===== src/rtl/wb_port_arbiter_if.sv =====
// +----------------------------------------------------------------------+
// | wb_port_arbiter_if                                                   |
// | Requester and register-file write-back signals for wb_port_arbiter.  |
// | Rev 1.0 - initial release                                            |
// +----------------------------------------------------------------------+
`default_nettype none

interface wb_port_arbiter_if;
   logic        a_valid;
   logic [3:0]  a_dest;
   logic [31:0] a_data;
   logic        a_ready;
   logic        b_valid;
   logic [3:0]  b_dest;
   logic [31:0] b_data;
   logic        b_ready;
   logic        wb_en;
   logic [3:0]  wb_dest;
   logic [31:0] wb_data;
   logic        b_forced;

   // Arbiter side: takes requests, drives readies and the register-file port
   modport slave (
      input  a_valid, a_dest, a_data, b_valid, b_dest, b_data,
      output a_ready, b_ready, wb_en, wb_dest, wb_data, b_forced
   );

   modport master (
      output a_valid, a_dest, a_data, b_valid, b_dest, b_data,
      input  a_ready, b_ready, wb_en, wb_dest, wb_data, b_forced
   );
endinterface

`default_nettype wire


===== src/rtl/wb_port_arbiter.sv =====
// +----------------------------------------------------------------------+
// | wb_port_arbiter                                                      |
// | Shares one register-file write port: A has priority, B is forced    |
// | through after MAX_WAIT blocked cycles. Writes appear one cycle late. |
// | Rev 1.0 - initial release                                            |
// +----------------------------------------------------------------------+
`default_nettype none

module wb_port_arbiter #(
   parameter int MAX_WAIT = 4,
   parameter int CNT_W    = 4
) (
   input  wire logic         clk,
   input  wire logic         rst,
   wb_port_arbiter_if.slave  bus
);

   typedef enum logic [0:0] {
      A_PRI   = 1'b0,
      B_FORCE = 1'b1
   } state_t;

   localparam logic [CNT_W-1:0] c_MAX    = CNT_W'(MAX_WAIT);
   localparam logic [CNT_W-1:0] c_MAX_M1 = CNT_W'(MAX_WAIT - 1);
   localparam logic [CNT_W-1:0] c_ONE    = CNT_W'(1);

   state_t            r_state;
   logic [CNT_W-1:0]  r_wait_cnt;
   logic              r_wb_en;
   logic [3:0]        r_wb_dest;
   logic [31:0]       r_wb_data;

   logic w_a_ready;
   logic w_b_ready;
   logic w_a_xfer;
   logic w_b_xfer;
   logic w_b_blocked;

   assign w_a_ready   = !rst && (r_state == A_PRI);
   assign w_b_ready   = !rst && ((r_state == B_FORCE) || !bus.a_valid);
   assign w_a_xfer    = bus.a_valid && w_a_ready;
   assign w_b_xfer    = bus.b_valid && w_b_ready;
   assign w_b_blocked = bus.b_valid && !w_b_ready;

   always_ff @(posedge clk) begin
      if (rst) begin
         r_state    <= A_PRI;
         r_wait_cnt <= '0;
         r_wb_en    <= 1'b0;
         r_wb_dest  <= '0;
         r_wb_data  <= '0;
      end else begin
         r_wb_en <= w_a_xfer || w_b_xfer;
         if (w_a_xfer) begin
            r_wb_dest <= bus.a_dest;
            r_wb_data <= bus.a_data;
         end else if (w_b_xfer) begin
            r_wb_dest <= bus.b_dest;
            r_wb_data <= bus.b_data;
         end

         case (r_state)
            A_PRI: begin
               // Not blocked means B either transferred or is idle: both clear the count
               if (w_b_blocked) begin
                  if (r_wait_cnt == c_MAX_M1) begin
                     r_state <= B_FORCE;
                  end
                  if (r_wait_cnt != c_MAX) begin
                     r_wait_cnt <= r_wait_cnt + c_ONE;
                  end
               end else begin
                  r_wait_cnt <= '0;
               end
            end
            B_FORCE: begin
               // b_ready is unconditional here, so B either transfers or has withdrawn
               r_state    <= A_PRI;
               r_wait_cnt <= '0;
            end
            default: begin
               r_state    <= A_PRI;
               r_wait_cnt <= '0;
            end
         endcase
      end
   end

   assign bus.a_ready  = w_a_ready;
   assign bus.b_ready  = w_b_ready;
   // Gating by rst drops a write still being presented when reset arrives
   assign bus.wb_en    = r_wb_en && !rst;
   assign bus.wb_dest  = r_wb_dest;
   assign bus.wb_data  = r_wb_data;
   assign bus.b_forced = (r_state == B_FORCE);

endmodule

`default_nettype wire


===== src/flat_wrapper.sv =====
// flat-port wrapper written by rule: the top's interface ports become plain ports
module wb_port_arbiter_flat 
#(
   parameter int MAX_WAIT = 4,
   parameter int CNT_W    = 4
)
  (clk, rst, bus_a_valid, bus_a_dest, bus_a_data, bus_b_valid, bus_b_dest, bus_b_data, bus_a_ready, bus_b_ready, bus_wb_en, bus_wb_dest, bus_wb_data, bus_b_forced);
  wb_port_arbiter_if bus_i ();
  input  wire logic clk;
  input  wire logic rst;
  input wire logic [$bits(bus_i.a_valid)-1:0] bus_a_valid;
  input wire logic [$bits(bus_i.a_dest)-1:0] bus_a_dest;
  input wire logic [$bits(bus_i.a_data)-1:0] bus_a_data;
  input wire logic [$bits(bus_i.b_valid)-1:0] bus_b_valid;
  input wire logic [$bits(bus_i.b_dest)-1:0] bus_b_dest;
  input wire logic [$bits(bus_i.b_data)-1:0] bus_b_data;
  output wire logic [$bits(bus_i.a_ready)-1:0] bus_a_ready;
  output wire logic [$bits(bus_i.b_ready)-1:0] bus_b_ready;
  output wire logic [$bits(bus_i.wb_en)-1:0] bus_wb_en;
  output wire logic [$bits(bus_i.wb_dest)-1:0] bus_wb_dest;
  output wire logic [$bits(bus_i.wb_data)-1:0] bus_wb_data;
  output wire logic [$bits(bus_i.b_forced)-1:0] bus_b_forced;
  assign bus_i.a_valid = bus_a_valid;
  assign bus_i.a_dest = bus_a_dest;
  assign bus_i.a_data = bus_a_data;
  assign bus_i.b_valid = bus_b_valid;
  assign bus_i.b_dest = bus_b_dest;
  assign bus_i.b_data = bus_b_data;
  assign bus_a_ready = bus_i.a_ready;
  assign bus_b_ready = bus_i.b_ready;
  assign bus_wb_en = bus_i.wb_en;
  assign bus_wb_dest = bus_i.wb_dest;
  assign bus_wb_data = bus_i.wb_data;
  assign bus_b_forced = bus_i.b_forced;
  wb_port_arbiter #(.MAX_WAIT(MAX_WAIT), .CNT_W(CNT_W)) u_core (.clk(clk), .rst(rst), .bus(bus_i));
endmodule

===== config.mk =====
export PLATFORM = sky130hd
export DESIGN_NAME = wb_port_arbiter_flat
export DESIGN_NICKNAME = d
export VERILOG_FILES = /design/src/rtl/wb_port_arbiter_if.sv /design/src/rtl/wb_port_arbiter.sv /design/src/flat_wrapper.sv
export SDC_FILE = /design/constraint.sdc
export NUM_CORES = 1
export LEC_CHECK = 0
export ABC_AREA = 1
export BUFFER_PORTS_ARGS = -buffer_cell sky130_fd_sc_hd__buf_2
export CAP_MARGIN = 20
export CORE_ASPECT_RATIO = 0.6
export CORE_UTILIZATION = 31
export DETAILED_ROUTE_END_ITERATION = 8
export HOLD_SLACK_MARGIN = 0.03
export PLACE_DENSITY = 0.69
export SYNTH_ARGS = -nofsm -noshare
export SYNTH_HDL_FRONTEND = slang
export SYNTH_SLANG_ARGS = --single-unit

===== constraint.sdc =====
create_clock -name clk -period 1.1 [get_ports clk]
set_input_delay 0.22 -clock clk [delete_from_list [all_inputs] [get_ports clk]]
set_output_delay 0.22 -clock clk [all_outputs]
set_load 0.01 [all_outputs]

== Yosys cells after proc, flatten, opt, wreduce, memory -nomap -nowiden ==
Index checks and enable logic that the tools add are counted.

* Bits of input ports: 76
* Register bits after elaboration: 42
* Output and inout bits: 40

* Add/sub/neg operators: 1
* Bitwise gates (word level): 1
* Reduce and logical (&&, ||, !) cells: 12
* Multiplexer cells: 10
* Equal/unequal tests: 3

{| class="wikitable"
|+ Operator list
! operator !! number
|-
| 2-to-1 mux 32 bit || 2
|-
| 2-to-1 mux 4 bit || 4
|-
| one-hot mux 4 bit (2 select lines) || 1
|-
| logical AND 1 bit || 6
|-
| adder 4 x 1 -> 4 bit, second input constant || 1
|-
| == test 4 x 2 -> 1 bit, second input constant || 1
|-
| != test 4 x 3 -> 1 bit, second input constant || 1
|-
| logical NOT 1 bit || 3
|-
| != test 3 bit, second input constant || 1
|-
| logical OR 1 bit || 2
|-
| 2-to-1 mux 1 bit || 2
|-
| one-hot mux 1 bit (2 select lines) || 1
|-
| nonzero test 2 bit || 1
|-
| NOT 1 bit || 1
|}

== Logic depth before layout (Yosys ltp) ==
* Word-level depth: 7
* Depth in mapped cells: 8
* Depth with buffers taken out: 8

== Least setup slack after synthesis ==
OpenSTA, ideal clock, no wires.

* Kind: register to register
* Start point: register u_core.r_state, in the netlist u_core.bus.b_forced
* End point: register u_core.r_wb_data[10], in the netlist u_core.bus.wb_data[10]
* Library setup time: 0.132 ns
* Stages on the path, launching flop included: 9
* Arrival time: 1.016 ns
* Period minus slack after synthesis: 1.148 ns
* Path buffers: 1
* Path slack: -0.048 ns
* Data required time: 0.968 ns
* Cells stage by stage: dfxtp_1 > inv_2 > nand2_2 > nand2_2 > nand2_4 > inv_4 > buf_4 > nand2_1 > a21oi_1

* Longest elaborated chain between the ends: 4
* Elaborated cells on any way between the ends: 8

{| class="wikitable"
|+ Ends and longest elaborated chain
! element !! line !! RTL
|-
| start, declared || wb_port_arbiter.sv:27 || <nowiki>state_t r_state;</nowiki>
|-
| start signal, assigned || wb_port_arbiter.sv:47 || <nowiki>r_state <= A_PRI;</nowiki>
|-
| start signal, assigned || wb_port_arbiter.sv:67 || <nowiki>r_state <= B_FORCE;</nowiki>
|-
| start signal, assigned || wb_port_arbiter.sv:78 || <nowiki>r_state <= A_PRI;</nowiki>
|-
| logical OR 1 bit / NOT 1 bit (equally long branches) || wb_port_arbiter.sv:40, wb_port_arbiter.sv:39 ||
|-
| logical AND 1 bit, on equally long branches || wb_port_arbiter.sv:40, wb_port_arbiter.sv:39 ||
|-
| logical AND 1 bit, on equally long branches || wb_port_arbiter.sv:42, wb_port_arbiter.sv:41 ||
|-
| nonzero test 2 bit (no source line) / 2-to-1 mux 32 bit (equally long branches) || -- ||
|-
| end signal, assigned || wb_port_arbiter.sv:56 || <nowiki>r_wb_data <= bus.a_data;</nowiki>
|-
| end signal, assigned || wb_port_arbiter.sv:59 || <nowiki>r_wb_data <= bus.b_data;</nowiki>
|-
| end, declared || wb_port_arbiter.sv:31 || <nowiki>logic [31:0] r_wb_data;</nowiki>
|}

Several ways; a longest one is shown, not always the timed one.
A chain may end at the register's enable or synchronous reset.

== Worst setup path after layout ==
* Start point: register u_core.r_state, in the netlist u_core.bus.b_forced
* End point: output port bus_a_ready

* Longest elaborated chain between the ends: 2

{| class="wikitable"
|+ Ends and longest elaborated chain
! element !! line !! RTL
|-
| NOT 1 bit || wb_port_arbiter.sv:39 || <nowiki>assign w_a_ready = !rst && (r_state == A_PRI);</nowiki>
|-
| logical AND 1 bit || wb_port_arbiter.sv:39 ||
|-
| end, declared || flat_wrapper.sv:17 || <nowiki>output wire logic [$bits(bus_i.a_ready)-1:0] bus_a_ready;</nowiki>
|}

No other way between the ends.

==> summary.txt <==
Run status
  • Outcome: finished, violations left
  • Violated checks: setup timing

Timing
  • Total count of max-transition violations in the final report: 0
  • Final total negative setup slack: -3.539 ns
  • RSZ-0062 raised after global routing: true
  • Worst Tran Pin Value: 0.2570 ns
  • Timing-limited maximum frequency: just over 800 MHz
  • Setup slack after layout: -0.1215 ns
  • Number of setup violations in the final report: 40
  • Share of the clock period used by the worst path after layout: 1.110
  • Crit path time final: 1.222 ns
  • Endpoints failing hold: 0
  • Max-Slew Margin vs Limit: 0.8287
  • Layout Skew: 0.002172 ns

Synth
  • Area share of the largest cell type after synthesis: 0.3993
  • Number of nets in the synthesized netlist: approximately 400
  • Synth Warn #: 0
  • Post-synthesis cell type count: 22
  • #FFs+latches synth: 42
  • Cell accounting for the most synthesized area: sky130_fd_sc_hd__dfxtp_1
  • Mapped Area: approximately 0.0021 mm²
  • Post-Synthesis Mean Instance Area: roughly 6.5 µm²
  • Sequential element share of the synthesized area: 0.3993
  • Leading post-synthesis cells by cell area: sky130_fd_sc_hd__dfxtp_1 (40%), sky130_fd_sc_hd__nand2_1 (27%), sky130_fd_sc_hd__nand3_1 (9.5%)
  • Count of mapped cells out of synthesis: between 300 and 400

Power and ir drop
  • Cell area power density: 1229 mW/mm²
  • Static leakage power: roughly 1.7 nW
  • Largest voltage drop on the vdd net: 0.0005362 V

CTS
  • Root buf cell: sky130_fd_sc_hd__clkbuf_16
  • Clock Latency Late Sink: 0.27 ns
  • CTS HTree Levels: 2
  • Number of clock sinks: between 40 and 50
  • Number of buffers on the longest clock path: 2
  • Number of buffers inserted during clock tree synthesis: 5
  • Clock edge transition at the registers on the reported setup and hold paths: 0.06 ns
  • Post-CTS Hold Fix Bufs: 0
  • CTS tree: yes

Layout
  • Number of antenna repair diodes: 0
  • Most common cell after layout, fill and taps aside: sky130_fd_sc_hd__nand2_1
  • Number of filler cells placed in the layout: about 650
  • Final Net Count: roughly 530
  • Synthesis-to-layout area growth: 51.57%
  • Commonest non-fill, non-tap cells in the layout: sky130_fd_sc_hd__nand2_1 (150), sky130_fd_sc_hd__buf_2 (113), sky130_fd_sc_hd__nand3_1 (39), sky130_fd_sc_hd__dfxtp_1 (39), sky130_fd_sc_hd__a21oi_1 (36)
  • Fraction of layout cells with a size suffix above 1: 0.3764

Floorplanning
  • Cell row count: 22
  • Area of the placeable core: 0.006331 mm²
  • Die outline height: between 60 and 70 µm
  • Number of primary I/O pins: roughly 120
  • Die footprint: 0.007137 mm²
  • Initial standard-cell utilization of the core: 0.3326
  • Die X-Extent: 108.4 µm

Global routing
  • Tot GR Track Use: 0.1928
  • Via count of the first global-routing pass: roughly 2300
  • Number of antenna violations at the first check in global routing: 0
  • First-pass GRT wire length: ~11 mm
  • Congestion Overflow GR: 0
  • Maximum number of pins on one net before global-route repair: 26

Setup path
  • Crit path from: u_core.bus.b_forced$_SDFF_PN0_
  • Data required, critical path: around 0.9 ns
  • Worst-path maximum fanout: 3
  • Startpoint kind of the worst setup timing path: flip-flop
  • Combined buffer and inverter count along the critical path: 2
  • Reg-to-Reg Start: u_core.bus.b_forced$_SDFF_PN0_
  • Worst path max stage delay: approximately 0.34 ns
  • Type of the setup path with the least slack: flip-flop to output pin
  • Worst EP arrival: 1.00 ns
  • Critical path endpoint category: output pin
  • Critical-path cell with the highest stage delay: sky130_fd_sc_hd__dfxtp_2
  • Register-to-Register Setup Slack: -0.11 ns
  • Cell family with most CP delay: flip-flops
  • Chain of cells forming the critical path: nor2_4, buf_12, buf_6

Detailed routing
  • WL/cell: around 12 µm
  • Routed length on met3: ~530 µm
  • Iteration count of the initial detailed-routing pass: 4
  • Remaining antenna violation count: 0
  • Post-Route M1 WL: 3.210 mm
  • Remaining design rule violation count: 0
  • Count of routing violations after the opening detailed-route iteration: about 110
  • Post-DR vias/cell: between 4 and 5
  • Final WL: about 6.5 mm
  • Total number of vias: ~2500
  • Met2 layer wire length in the routed design: 2.758 mm
  • Highest metal layer used by the detailed router: met4

Placement
  • Final GP Congestion: 0.8549
  • Detailed placer's ending HPWL: 4.686 mm
  • Post-Place Setup Slack: -0.1258 ns
  • IO Port Bufs: roughly 120

Hold path
  • Class of the tightest hold or removal check: input port to flip-flop
  • Critical hold path startpoint: bus_a_dest[0]

Run
  • Max_cap viols: 0
-- registers in the layout (all words and copies together) (netlist names) --
signal and cells:
u_core.bus.b_forced 1, u_core.bus.wb_data 32, u_core.bus.wb_dest 4, u_core.r_wait_cnt 4
u_core.r_wb_en 1
-- power breakdown --
group | switching, mW | internal [mW]
registers | 0.0466 | 1.61
logic | 0.425 | 0.395
clock network | 0.549 | 0.899
-- metal layers --
metal / vias to the layer above / GRT usage
met2: 93 / 0.3133
met3: 7 / 0.05616
li1: 1295 / -
met5: - / 0
met4: 0 / 0.04392
met1: 1068 / 0.2523
-- worst min-delay path, delay by kind of cell --
kind / cells / cell delay (ns)
compound gates: 2 / 0.18
buf+inv: 1 / 0.07
-- logic make-up after synthesis --
family	share of synthesized area
AND/OR/NAND/NOR	0.4040
flip-flops	0.3993
AO/OA/AOI/OAI	0.09269
buffers and inverters	0.08794
adder cells (fa/ha/maj)	0.01188
XOR/XNOR	0.004160
-- cell usage after synthesis --
library cell and instances:
sky130_fd_sc_hd__nand2_4 1, sky130_fd_sc_hd__inv_2 2, sky130_fd_sc_hd__nand2_1 151, sky130_fd_sc_hd__inv_1 9, sky130_fd_sc_hd__nor3_1 1, sky130_fd_sc_hd__clkbuf_1 3, sky130_fd_sc_hd__o21ai_1 1, sky130_fd_sc_hd__o21ai_0 2
sky130_fd_sc_hd__inv_4 1, sky130_fd_sc_hd__nand4_1 1, sky130_fd_sc_hd__xor2_1 1, sky130_fd_sc_hd__buf_6 3, sky130_fd_sc_hd__ha_1 2, sky130_fd_sc_hd__a21oi_1 36, sky130_fd_sc_hd__nor4_1 1, sky130_fd_sc_hd__nor2_2 1
sky130_fd_sc_hd__buf_4 7, sky130_fd_sc_hd__nand2_2 3, sky130_fd_sc_hd__buf_2 8, sky130_fd_sc_hd__dfxtp_1 42, sky130_fd_sc_hd__nor2_1 8, sky130_fd_sc_hd__nand3_1 40
-- path summary, 6_finish.rpt --
check	end	cells past startpoint
max	bus_a_ready	3
min	u_core.bus.wb_dest[0]$_SDFFE_PP0P_	3
max reg2reg	u_core.bus.wb_data[16]$_SDFFE_PP0P_	8
min reg2reg	u_core.bus.wb_data[6]$_SDFFE_PP0P_	2
-- stage by stage --
step	hold WS [ns]	utilization	total power, mW	cells	instance area [µm²]
2_1_floorplan	0.3902	-	2.080	324	2107
3_3_place_gp	0.4485	0.4534	2.421	523	2870
3_5_place_dp	0.4536	0.4534	2.435	523	2870
4_1_cts	0.2434	0.5014	3.963	541	3174
5_1_grt	0.2672	0.5042	4.160	541	3192
6_report	0.2445	0.5042	3.923	541	3192
-- layout make-up --
cell class / count / area, µm² / share of cell area
Clock inverter: 1 / 5.005 / 0.001568
Inverter: 12 / 47.55 / 0.01490
Clock buffer: 7 / 142.6 / 0.04469
Multi-Input combinational cell: 249 / 1125 / 0.3524
Timing Repair Buffer: 146 / 922.1 / 0.2889
Tap cell: 84 / 105.1 / 0.03293
Sequential cell: 42 / 844.6 / 0.2646
-- repair_timing --
| action | in CTS | in global routing |
|---|---|---|
| gates resized for setup | 20 | 5 |
| endpoints found under the setup margin | 42 | 43 |
| buffers inserted | 9 | 0 |
| pin swaps | 6 | 2 |
| gates cloned | 2 | 0 |
Power figures use the tool's default switching activity.
